File: config.mk
export PLATFORM = sky130hd
export DESIGN_NAME = apb2ahb_bridge_flat
export DESIGN_NICKNAME = d
export VERILOG_FILES = /design/src/rtl/amba_pkg.sv /design/src/rtl/apb2ahb_bridge_if.sv /design/src/rtl/apb2ahb_bridge.sv /design/src/flat_wrapper.sv
export SDC_FILE = /design/constraint.sdc
export NUM_CORES = 1
export LEC_CHECK = 0
export CAP_MARGIN = 20
export CORE_MARGIN = 5
export CORE_UTILIZATION = 43
export CTS_CLUSTER_DIAMETER = 60
export DETAILED_ROUTE_END_ITERATION = 16
export PLACE_DENSITY = 0.9
export SYNTH_ARGS = -nofsm -noshare
export SYNTH_HDL_FRONTEND = slang
export SYNTH_SLANG_ARGS = --single-unit
File: constraint.sdc
create_clock -name HCLK -period 3.4 [get_ports HCLK]
set_input_delay 0.68 -clock HCLK [delete_from_list [all_inputs] [get_ports HCLK]]
set_output_delay 0.68 -clock HCLK [all_outputs]
set_load 0.01 [all_outputs]
File: src/rtl/amba_pkg.sv
// Shared AMBA encodings and the bridge FSM state type.
// Latency: none (types, constants and pure helper functions only).
// Backpressure: not applicable.
package amba_pkg;

    // One transfer outstanding: capture, AHB address phase, AHB data phase, APB completion.
    typedef enum logic [1:0] {
        ST_IDLE = 2'd0,
        ST_ADDR = 2'd1,
        ST_DATA = 2'd2,
        ST_DONE = 2'd3
    } bridge_state_t;

    localparam logic [1:0] HTRANS_IDLE   = 2'b00;
    localparam logic [1:0] HTRANS_NONSEQ = 2'b10;
    localparam logic [2:0] HSIZE_WORD    = 3'b010;
    localparam logic [2:0] HBURST_SINGLE = 3'b000;
    // Data access, privileged, non-bufferable, non-cacheable.
    localparam logic [3:0] HPROT_DEFAULT = 4'b0011;

    // APB setup phase seen on an enabled APB edge.
    function automatic logic apb_setup(input logic pclken, input logic psel, input logic penable);
        return pclken & psel & ~penable;
    endfunction

    // APB access phase seen on an enabled APB edge.
    function automatic logic apb_access(input logic pclken, input logic psel, input logic penable);
        return pclken & psel & penable;
    endfunction

endpackage

File: src/rtl/apb2ahb_bridge_if.sv
// Bundle of APB3 completer and AHB-Lite manager signals around the bridge.
// Latency: none (wiring only).
// Backpressure: PREADY towards APB, HREADY from AHB.
interface apb2ahb_bridge_if #(
    parameter int ADDRWIDTH = 16,
    parameter int DATAWIDTH = 32
);
    // APB side
    logic                 PCLKEN;
    logic                 PSEL;
    logic                 PENABLE;
    logic                 PWRITE;
    logic [ADDRWIDTH-1:0] PADDR;
    logic [DATAWIDTH-1:0] PWDATA;
    logic [DATAWIDTH-1:0] PRDATA;
    logic                 PREADY;
    logic                 PSLVERR;
    // AHB side
    logic [ADDRWIDTH-1:0] HADDR;
    logic [1:0]           HTRANS;
    logic                 HWRITE;
    logic [2:0]           HSIZE;
    logic [2:0]           HBURST;
    logic [3:0]           HPROT;
    logic                 HMASTLOCK;
    logic [DATAWIDTH-1:0] HWDATA;
    logic [DATAWIDTH-1:0] HRDATA;
    logic                 HREADY;
    logic                 HRESP;
    // Status
    logic                 APBACTIVE;

    // Bridge view: APB completer, AHB manager.
    modport slave (
        input  PCLKEN, PSEL, PENABLE, PWRITE, PADDR, PWDATA,
        output PRDATA, PREADY, PSLVERR,
        output HADDR, HTRANS, HWRITE, HSIZE, HBURST, HPROT, HMASTLOCK, HWDATA,
        input  HRDATA, HREADY, HRESP,
        output APBACTIVE
    );

    // Environment view: APB requester, AHB subordinate.
    modport master (
        output PCLKEN, PSEL, PENABLE, PWRITE, PADDR, PWDATA,
        input  PRDATA, PREADY, PSLVERR,
        input  HADDR, HTRANS, HWRITE, HSIZE, HBURST, HPROT, HMASTLOCK, HWDATA,
        output HRDATA, HREADY, HRESP,
        input  APBACTIVE
    );

endinterface

File: src/rtl/apb2ahb_bridge.sv
// APB3 completer to AHB-Lite manager bridge, one single-beat word transfer at a time.
// Latency: setup edge T, AHB address phase T+1, data phase T+2, PREADY high T+3; +1 per AHB wait state.
// Backpressure: PREADY held low until the AHB data phase completes; AHB waits stall the FSM via HREADY.
module apb2ahb_bridge
    import amba_pkg::*;
#(
    parameter int ADDRWIDTH = 16,
    parameter int DATAWIDTH = 32
) (
    input  logic              HCLK,
    input  logic              HRESETn,
    apb2ahb_bridge_if.slave   bus
);

    bridge_state_t        state;
    logic [ADDRWIDTH-1:0] cap_addr;
    logic                 cap_write;
    logic [DATAWIDTH-1:0] cap_wdata;
    logic [DATAWIDTH-1:0] rdata_q;
    logic                 err_q;
    logic                 pready_q;
    logic                 active_q;
    logic [1:0]           htrans_q;

    // Single FSM: APB capture and release are PCLKEN-qualified, AHB phases advance every HCLK.
    always_ff @(posedge HCLK or negedge HRESETn) begin
        if (!HRESETn) begin
            state     <= ST_IDLE;
            cap_addr  <= '0;
            cap_write <= 1'b0;
            cap_wdata <= '0;
            rdata_q   <= '0;
            err_q     <= 1'b0;
            pready_q  <= 1'b0;
            active_q  <= 1'b0;
            htrans_q  <= HTRANS_IDLE;
        end else begin
            case (state)
                ST_IDLE: begin
                    if (apb_setup(bus.PCLKEN, bus.PSEL, bus.PENABLE)) begin
                        state     <= ST_ADDR;
                        cap_addr  <= bus.PADDR;
                        cap_write <= bus.PWRITE;
                        cap_wdata <= bus.PWDATA;
                        htrans_q  <= HTRANS_NONSEQ;
                        active_q  <= 1'b1;
                    end
                end
                ST_ADDR: begin
                    // Address accepted once the previous data phase (if any) is ready.
                    if (bus.HREADY) begin
                        state    <= ST_DATA;
                        htrans_q <= HTRANS_IDLE;
                    end
                end
                ST_DATA: begin
                    // First ERROR cycle has HREADY low and simply holds here; the
                    // second cycle (HREADY high) is where HRESP gets latched.
                    if (bus.HREADY) begin
                        state    <= ST_DONE;
                        err_q    <= bus.HRESP;
                        pready_q <= 1'b1;
                        if (!cap_write) begin
                            rdata_q <= bus.HRDATA;
                        end
                    end
                end
                ST_DONE: begin
                    // Only a proper access phase releases DONE; a dropped PSEL or a
                    // fresh setup here is ignored so no new transfer is captured.
                    if (apb_access(bus.PCLKEN, bus.PSEL, bus.PENABLE)) begin
                        state    <= ST_IDLE;
                        err_q    <= 1'b0;
                        pready_q <= 1'b0;
                        active_q <= 1'b0;
                    end
                end
                default: begin
                    state <= ST_IDLE;
                end
            endcase
        end
    end

    assign bus.PRDATA    = rdata_q;
    assign bus.PREADY    = pready_q;
    assign bus.PSLVERR   = err_q & pready_q;
    assign bus.HADDR     = cap_addr;
    assign bus.HTRANS    = htrans_q;
    assign bus.HWRITE    = cap_write;
    assign bus.HWDATA    = cap_wdata;
    assign bus.HSIZE     = HSIZE_WORD;
    assign bus.HBURST    = HBURST_SINGLE;
    assign bus.HPROT     = HPROT_DEFAULT;
    assign bus.HMASTLOCK = 1'b0;
    assign bus.APBACTIVE = active_q;

endmodule

File: src/flat_wrapper.sv
// flat-port wrapper written by rule: the top's interface ports become plain ports
module apb2ahb_bridge_flat import amba_pkg::*;
#(
    parameter int ADDRWIDTH = 16,
    parameter int DATAWIDTH = 32
)
  (HCLK, HRESETn, bus_PCLKEN, bus_PSEL, bus_PENABLE, bus_PWRITE, bus_PADDR, bus_PWDATA, bus_PRDATA, bus_PREADY, bus_PSLVERR, bus_HADDR, bus_HTRANS, bus_HWRITE, bus_HSIZE, bus_HBURST, bus_HPROT, bus_HMASTLOCK, bus_HWDATA, bus_HRDATA, bus_HREADY, bus_HRESP, bus_APBACTIVE);
  apb2ahb_bridge_if #(.ADDRWIDTH(ADDRWIDTH), .DATAWIDTH(DATAWIDTH)) bus_i ();
  input  logic HCLK;
  input  logic HRESETn;
  input wire logic [$bits(bus_i.PCLKEN)-1:0] bus_PCLKEN;
  input wire logic [$bits(bus_i.PSEL)-1:0] bus_PSEL;
  input wire logic [$bits(bus_i.PENABLE)-1:0] bus_PENABLE;
  input wire logic [$bits(bus_i.PWRITE)-1:0] bus_PWRITE;
  input wire logic [$bits(bus_i.PADDR)-1:0] bus_PADDR;
  input wire logic [$bits(bus_i.PWDATA)-1:0] bus_PWDATA;
  output wire logic [$bits(bus_i.PRDATA)-1:0] bus_PRDATA;
  output wire logic [$bits(bus_i.PREADY)-1:0] bus_PREADY;
  output wire logic [$bits(bus_i.PSLVERR)-1:0] bus_PSLVERR;
  output wire logic [$bits(bus_i.HADDR)-1:0] bus_HADDR;
  output wire logic [$bits(bus_i.HTRANS)-1:0] bus_HTRANS;
  output wire logic [$bits(bus_i.HWRITE)-1:0] bus_HWRITE;
  output wire logic [$bits(bus_i.HSIZE)-1:0] bus_HSIZE;
  output wire logic [$bits(bus_i.HBURST)-1:0] bus_HBURST;
  output wire logic [$bits(bus_i.HPROT)-1:0] bus_HPROT;
  output wire logic [$bits(bus_i.HMASTLOCK)-1:0] bus_HMASTLOCK;
  output wire logic [$bits(bus_i.HWDATA)-1:0] bus_HWDATA;
  input wire logic [$bits(bus_i.HRDATA)-1:0] bus_HRDATA;
  input wire logic [$bits(bus_i.HREADY)-1:0] bus_HREADY;
  input wire logic [$bits(bus_i.HRESP)-1:0] bus_HRESP;
  output wire logic [$bits(bus_i.APBACTIVE)-1:0] bus_APBACTIVE;
  assign bus_i.PCLKEN = bus_PCLKEN;
  assign bus_i.PSEL = bus_PSEL;
  assign bus_i.PENABLE = bus_PENABLE;
  assign bus_i.PWRITE = bus_PWRITE;
  assign bus_i.PADDR = bus_PADDR;
  assign bus_i.PWDATA = bus_PWDATA;
  assign bus_PRDATA = bus_i.PRDATA;
  assign bus_PREADY = bus_i.PREADY;
  assign bus_PSLVERR = bus_i.PSLVERR;
  assign bus_HADDR = bus_i.HADDR;
  assign bus_HTRANS = bus_i.HTRANS;
  assign bus_HWRITE = bus_i.HWRITE;
  assign bus_HSIZE = bus_i.HSIZE;
  assign bus_HBURST = bus_i.HBURST;
  assign bus_HPROT = bus_i.HPROT;
  assign bus_HMASTLOCK = bus_i.HMASTLOCK;
  assign bus_HWDATA = bus_i.HWDATA;
  assign bus_i.HRDATA = bus_HRDATA;
  assign bus_i.HREADY = bus_HREADY;
  assign bus_i.HRESP = bus_HRESP;
  assign bus_APBACTIVE = bus_i.APBACTIVE;
  apb2ahb_bridge #(.ADDRWIDTH(ADDRWIDTH), .DATAWIDTH(DATAWIDTH)) u_core (.HCLK(HCLK), .HRESETn(HRESETn), .bus(bus_i));
endmodule
== Yosys cells after proc, flatten, opt, wreduce, memory -nomap -nowiden ==
Cells that the tools add are included.

* Memory bits (writable): 0
* ROM bits: 0
* Register bits after elaboration: 88
* Word-level logic and storage cells: 47
* Memories: 0
* Latch bits: 0
* Output and inout port bits: 97

* Reduce and logical (&&, ||, !) cells: 10
* Bitwise gates (word level): 6
* Divide/modulo/power cells: 0
* Muxes and demuxes: 15
* Shifts and indexed selects: 0
* Equality and inequality tests: 7
* Magnitude comparators: 0
* Multipliers: 0
* Add/subtract/negate cells: 0

{| class="wikitable"
|+ Operator list
! operator !! number
|-
| 2-bit two-way mux || 6
|-
| 3-bit AND reduction || 4
|-
| 2-bit one-hot mux with 4 select lines || 1
|-
| 1-bit one-hot mux with 2 select lines || 3
|-
| 2-bit nonzero test || 3
|-
| 1-bit AND || 4
|-
| 2-bit equality test, second input constant || 2
|-
| 1-bit two-way mux || 4
|-
| 2-bit by 1-bit inequality test with 1-bit output, second input constant || 2
|-
| 2-bit inequality test, second input constant || 2
|-
| 2-bit one-hot mux with 2 select lines || 1
|-
| 4-bit AND reduction || 1
|-
| 2-bit by 1-bit equality test with 1-bit output, second input constant || 1
|-
| 2-bit logical NOT || 1
|-
| 1-bit inverter || 2
|-
| 2-bit AND reduction || 1
|}

== Logic depth before layout (Yosys ltp) ==
* Word-level depth: 4
* Depth in mapped cells: 6
* Gate-level depth less buffers: 6

== Worst setup path after synthesis ==
No wires, ideal clock.

* Kind: input -> register
* Start point: input port bus_PENABLE
* End point: register u_core.state[1]
* Stages on the path: 4
* Slack: 1.894 ns
* Data required time: 3.275 ns
* Library setup time: 0.125 ns
* Data arrival time: 1.381 ns
* Buffers on the path: 0
* Path through: nand3b_1 > a21oi_1 > nand2_2 > mux2_4

* Word-level cells in the longest chain between the ends: 4
* Elaborated cells on any way between the ends: 6
* Classes of those cells: eq/ne (2); bitwise (3); reduce/logical (1)

{| class="wikitable"
|+ Ends and longest elaborated chain
! element !! RTL line !! source
|-
| from (decl) || flat_wrapper.sv:13 || <nowiki>input wire logic [$bits(bus_i.PENABLE)-1:0] bus_PENABLE;</nowiki>
|-
| 1-bit inverter || amba_pkg.sv:23 || <nowiki>return pclken & psel & ~penable;</nowiki>
|-
| 1-bit AND || amba_pkg.sv:23 ||
|-
| 2-bit by 1-bit inequality test with 1-bit output (no line) || n/a ||
|-
| 4-bit AND reduction (no line) (*) || n/a ||
|-
| to (signal assigned) || apb2ahb_bridge.sv:28 || <nowiki>state <= ST_IDLE;</nowiki>
|-
| to (signal assigned) || apb2ahb_bridge.sv:41 || <nowiki>state <= ST_ADDR;</nowiki>
|-
| to (signal assigned) || apb2ahb_bridge.sv:52 || <nowiki>state <= ST_DATA;</nowiki>
|-
| to (decl) || apb2ahb_bridge.sv:15 || <nowiki>bridge_state_t state;</nowiki>
|}

Mark *: on every way between the ends. The rest lies on a longest branch, timed or not.
A chain may end at the register's enable or synchronous reset.

== Worst setup path in the final report ==
* Start point: input port bus_HREADY
* End point: register u_core.rdata_q[25] (netlist: u_core.bus.PRDATA[25])

* Word-level cells in the longest chain between the ends: 1

{| class="wikitable"
|+ Ends and longest elaborated chain
! element !! RTL line !! source
|-
| from (decl) || flat_wrapper.sv:29 || <nowiki>input wire logic [$bits(bus_i.HREADY)-1:0] bus_HREADY;</nowiki>
|-
| 3-bit AND reduction (no line) || n/a ||
|-
| to (signal assigned) || apb2ahb_bridge.sv:64 || <nowiki>rdata_q <= bus.HRDATA;</nowiki>
|-
| to (decl) || apb2ahb_bridge.sv:19 || <nowiki>logic [DATAWIDTH-1:0] rdata_q;</nowiki>
|}

No other way between the ends.

==> run metrics <==
final slew viol count=0; Critical Path AT=2.45 ns; unrepaired setup endpoints after global routing=false; clk_skew=0.00725 ns; Avg Inst Size Synth=15.9 µm²; r2r setup slk=1.25 ns; core region area=8090 µm²; initial antenna violation count=0; Fin. Hold Viols=0; global-route wire length before repair=13.3 mm; share of post-route cells with drive strength above 1=25.6%; Synth Register Bits=87; Hold Crit Class=in -> async; sequential area share after synthesis=61.6%; area of the multi-input gates=1200 µm²; Final Setup Violations=0; H-tree depth=3; I/O pin cnt=185; Root Driver=clkbuf_8; cell count after synthesis=222; pin count of the biggest net entering global routing=88; DRT iter0 DRCs=61; GRT Total Usage=16.7%; worst-path fanout max=32; post_cts resized=0; final worst slack=1.17 ns; Setup crit end kind=flip-flop; routability cong.=0.828; Syn. warnings=0; FF-to-FF End=u_core.bus.PRDATA[25]$_DFFE_PN0P_; Tmin final=2.23 ns; Reg clk slew, reported paths=0.09 ns; DR vias=2406; number of flops mapped to enable cells by yosys=0; Worst Path Required=3.62 ns; Pleak=0.00237 µW; post-DP HPWL=6.53 mm; DIE AREA=10100 µm²; crit path kind=in -> reg; synth unique cells=25; total congestion overflow=0; Worst Reg-to-Reg Cells=4; fin crit share=65.7%; Die W=101 µm; clk sinks=87; vias in the first global route=2665; post-CTS setup buffer count=0; Rows=33; Final ANT Viol Nets=0; worst reg2reg path startpoint=u_core.state[0]$_DFFE_PN0P_; FILL cells=619; per-cell routed wire length=16.7 µm; worst skew pair latency=0.33 ns; pwr dens=875 nW/µm²; diode count=0; Area Overhead vs Synth=55.5%; Final Power=4810 µW; max_cap viols=0; commonest non-fill, non-tap cells in the layout=clkdlybuf4s50_1 (171), dfrtp_1 (87), mux2_2 (78); ys flop type=dfrtp_1; Nets=490; number of CTS-inserted buffers=9; commonest non-fill, non-tap cell in the layout=clkdlybuf4s50_1; setup_tns=0 ns; Max Root-Sink Buffers=2; Post-Syn Area=3530 µm²; CTS tree=built; DR vias/cell=4.75; PortBufs=172; DRC Markers=0; status=finished, final reports clean; CP Launch Point=bus_HREADY; drt pass-1 iters=4; Initial Util=43.7%; Slew @ Worst Pin=0.841 ns; pre-CTS WS=0.806 ns; CTS Hold Bufs=0; FFs w/ async S/R, synth=100%; CP Capture Point=u_core.bus.PRDATA[25]$_DFFE_PN0P_; Slew HR=43.6%; drt total wl=8.46 mm; Min Hold Slack=0.304 ns; fmax=448 MHz; startpoint types=primary input; Max VDD drop=0.417 mV; Register Area=2180 µm²; Die Ht=101 µm
worst max-delay path, cell delays in order:
cell and delay [ns]:
clkdlybuf4s50_1 0.56, nand3b_2 0.64, mux2_2 0.54
kinds of logic after synthesis:
logic type                 share of synthesized area (%)
AOI/OAI and AO/OA                                   1.70
adders and majority gates                           1.77
buffers and inverters                               5.42
DFF                                                 61.6
muxes                                               26.5
other                                              0.212
and+or+nand+nor                                     2.80
power by group:
group,total (µW),internal (µW),switching (µW)
combinational,2210,1410,804
sequential,1810,1550,263
clock,783,417,366
total,4810,3370,1430
cell type report:
class	instances	share of cell area, %
repair buffers	174	31.9
clock buffers	9	2.25
flip-flops and latches	87	39.6
well taps	105	2.39
inverters	3	0.205
clock inverters	7	1.73
multi-input cells	122	21.9
metrics by stage:
step                      instances  area, µm²  utilization [%]
after global placement          490       5250             64.9
after global routing            507       5500             67.9
after floorplan                 232       3570                -
after CTS                       506       5470             67.6
final                           507       5500             67.9
after detailed placement        490       5250             64.9
worst min path at each step:
stage,start,endpoint,slack (ns),depth (start not counted)
floorplan,HRESETn,u_core.bus.APBACTIVE$_DFFE_PN0P_,0.38,0
global placement,u_core.bus.HWDATA[29]$_DFFE_PN0P_,u_core.bus.HWDATA[29]$_DFFE_PN0P_,0.48,1
detailed placement,u_core.bus.HWDATA[25]$_DFFE_PN0P_,u_core.bus.HWDATA[25]$_DFFE_PN0P_,0.48,1
CTS,u_core.bus.HWDATA[25]$_DFFE_PN0P_,u_core.bus.HWDATA[25]$_DFFE_PN0P_,0.51,1
global route,HRESETn,u_core.bus.PRDATA[10]$_DFFE_PN0P_,0.34,1
finish,HRESETn,u_core.bus.PRDATA[10]$_DFFE_PN0P_,0.30,1
flip-flops by register name, summed over array words and instances, names as in the netlist:
register,count
u_core.bus.HWDATA,32
u_core.bus.PRDATA,32
u_core.bus.HADDR,16
u_core.state,2
u_core.bus.APBACTIVE,1
u_core.bus.HTRANS,1
u_core.bus.HWRITE,1
u_core.bus.PREADY,1
u_core.err_q,1
metal layers:
| layer | routed length (µm) | track usage [%] |
|---|---|---|
| met2 | 4420 | 29.2 |
| met4 | 156 | 5.18 |
| met5 | 0 | 0 |
| met3 | 790 | 5.74 |
| met1 | 3090 | 19.1 |
synth_stat cells, types with 2 or more instances:
master	n	area (µm²)
a21oi_1	4	20.0
ha_1	5	62.6
mux2_1	3	33.8
o21ai_0	2	10.0
buf_6	8	90.1
conb_1	2	7.51
buf_4	12	90.1
inv_1	3	11.3
nor2b_1	4	25.0
dfrtp_1	87	2180
mux2_2	78	878
No activity file was read; power rests on OpenSTA's default activity.
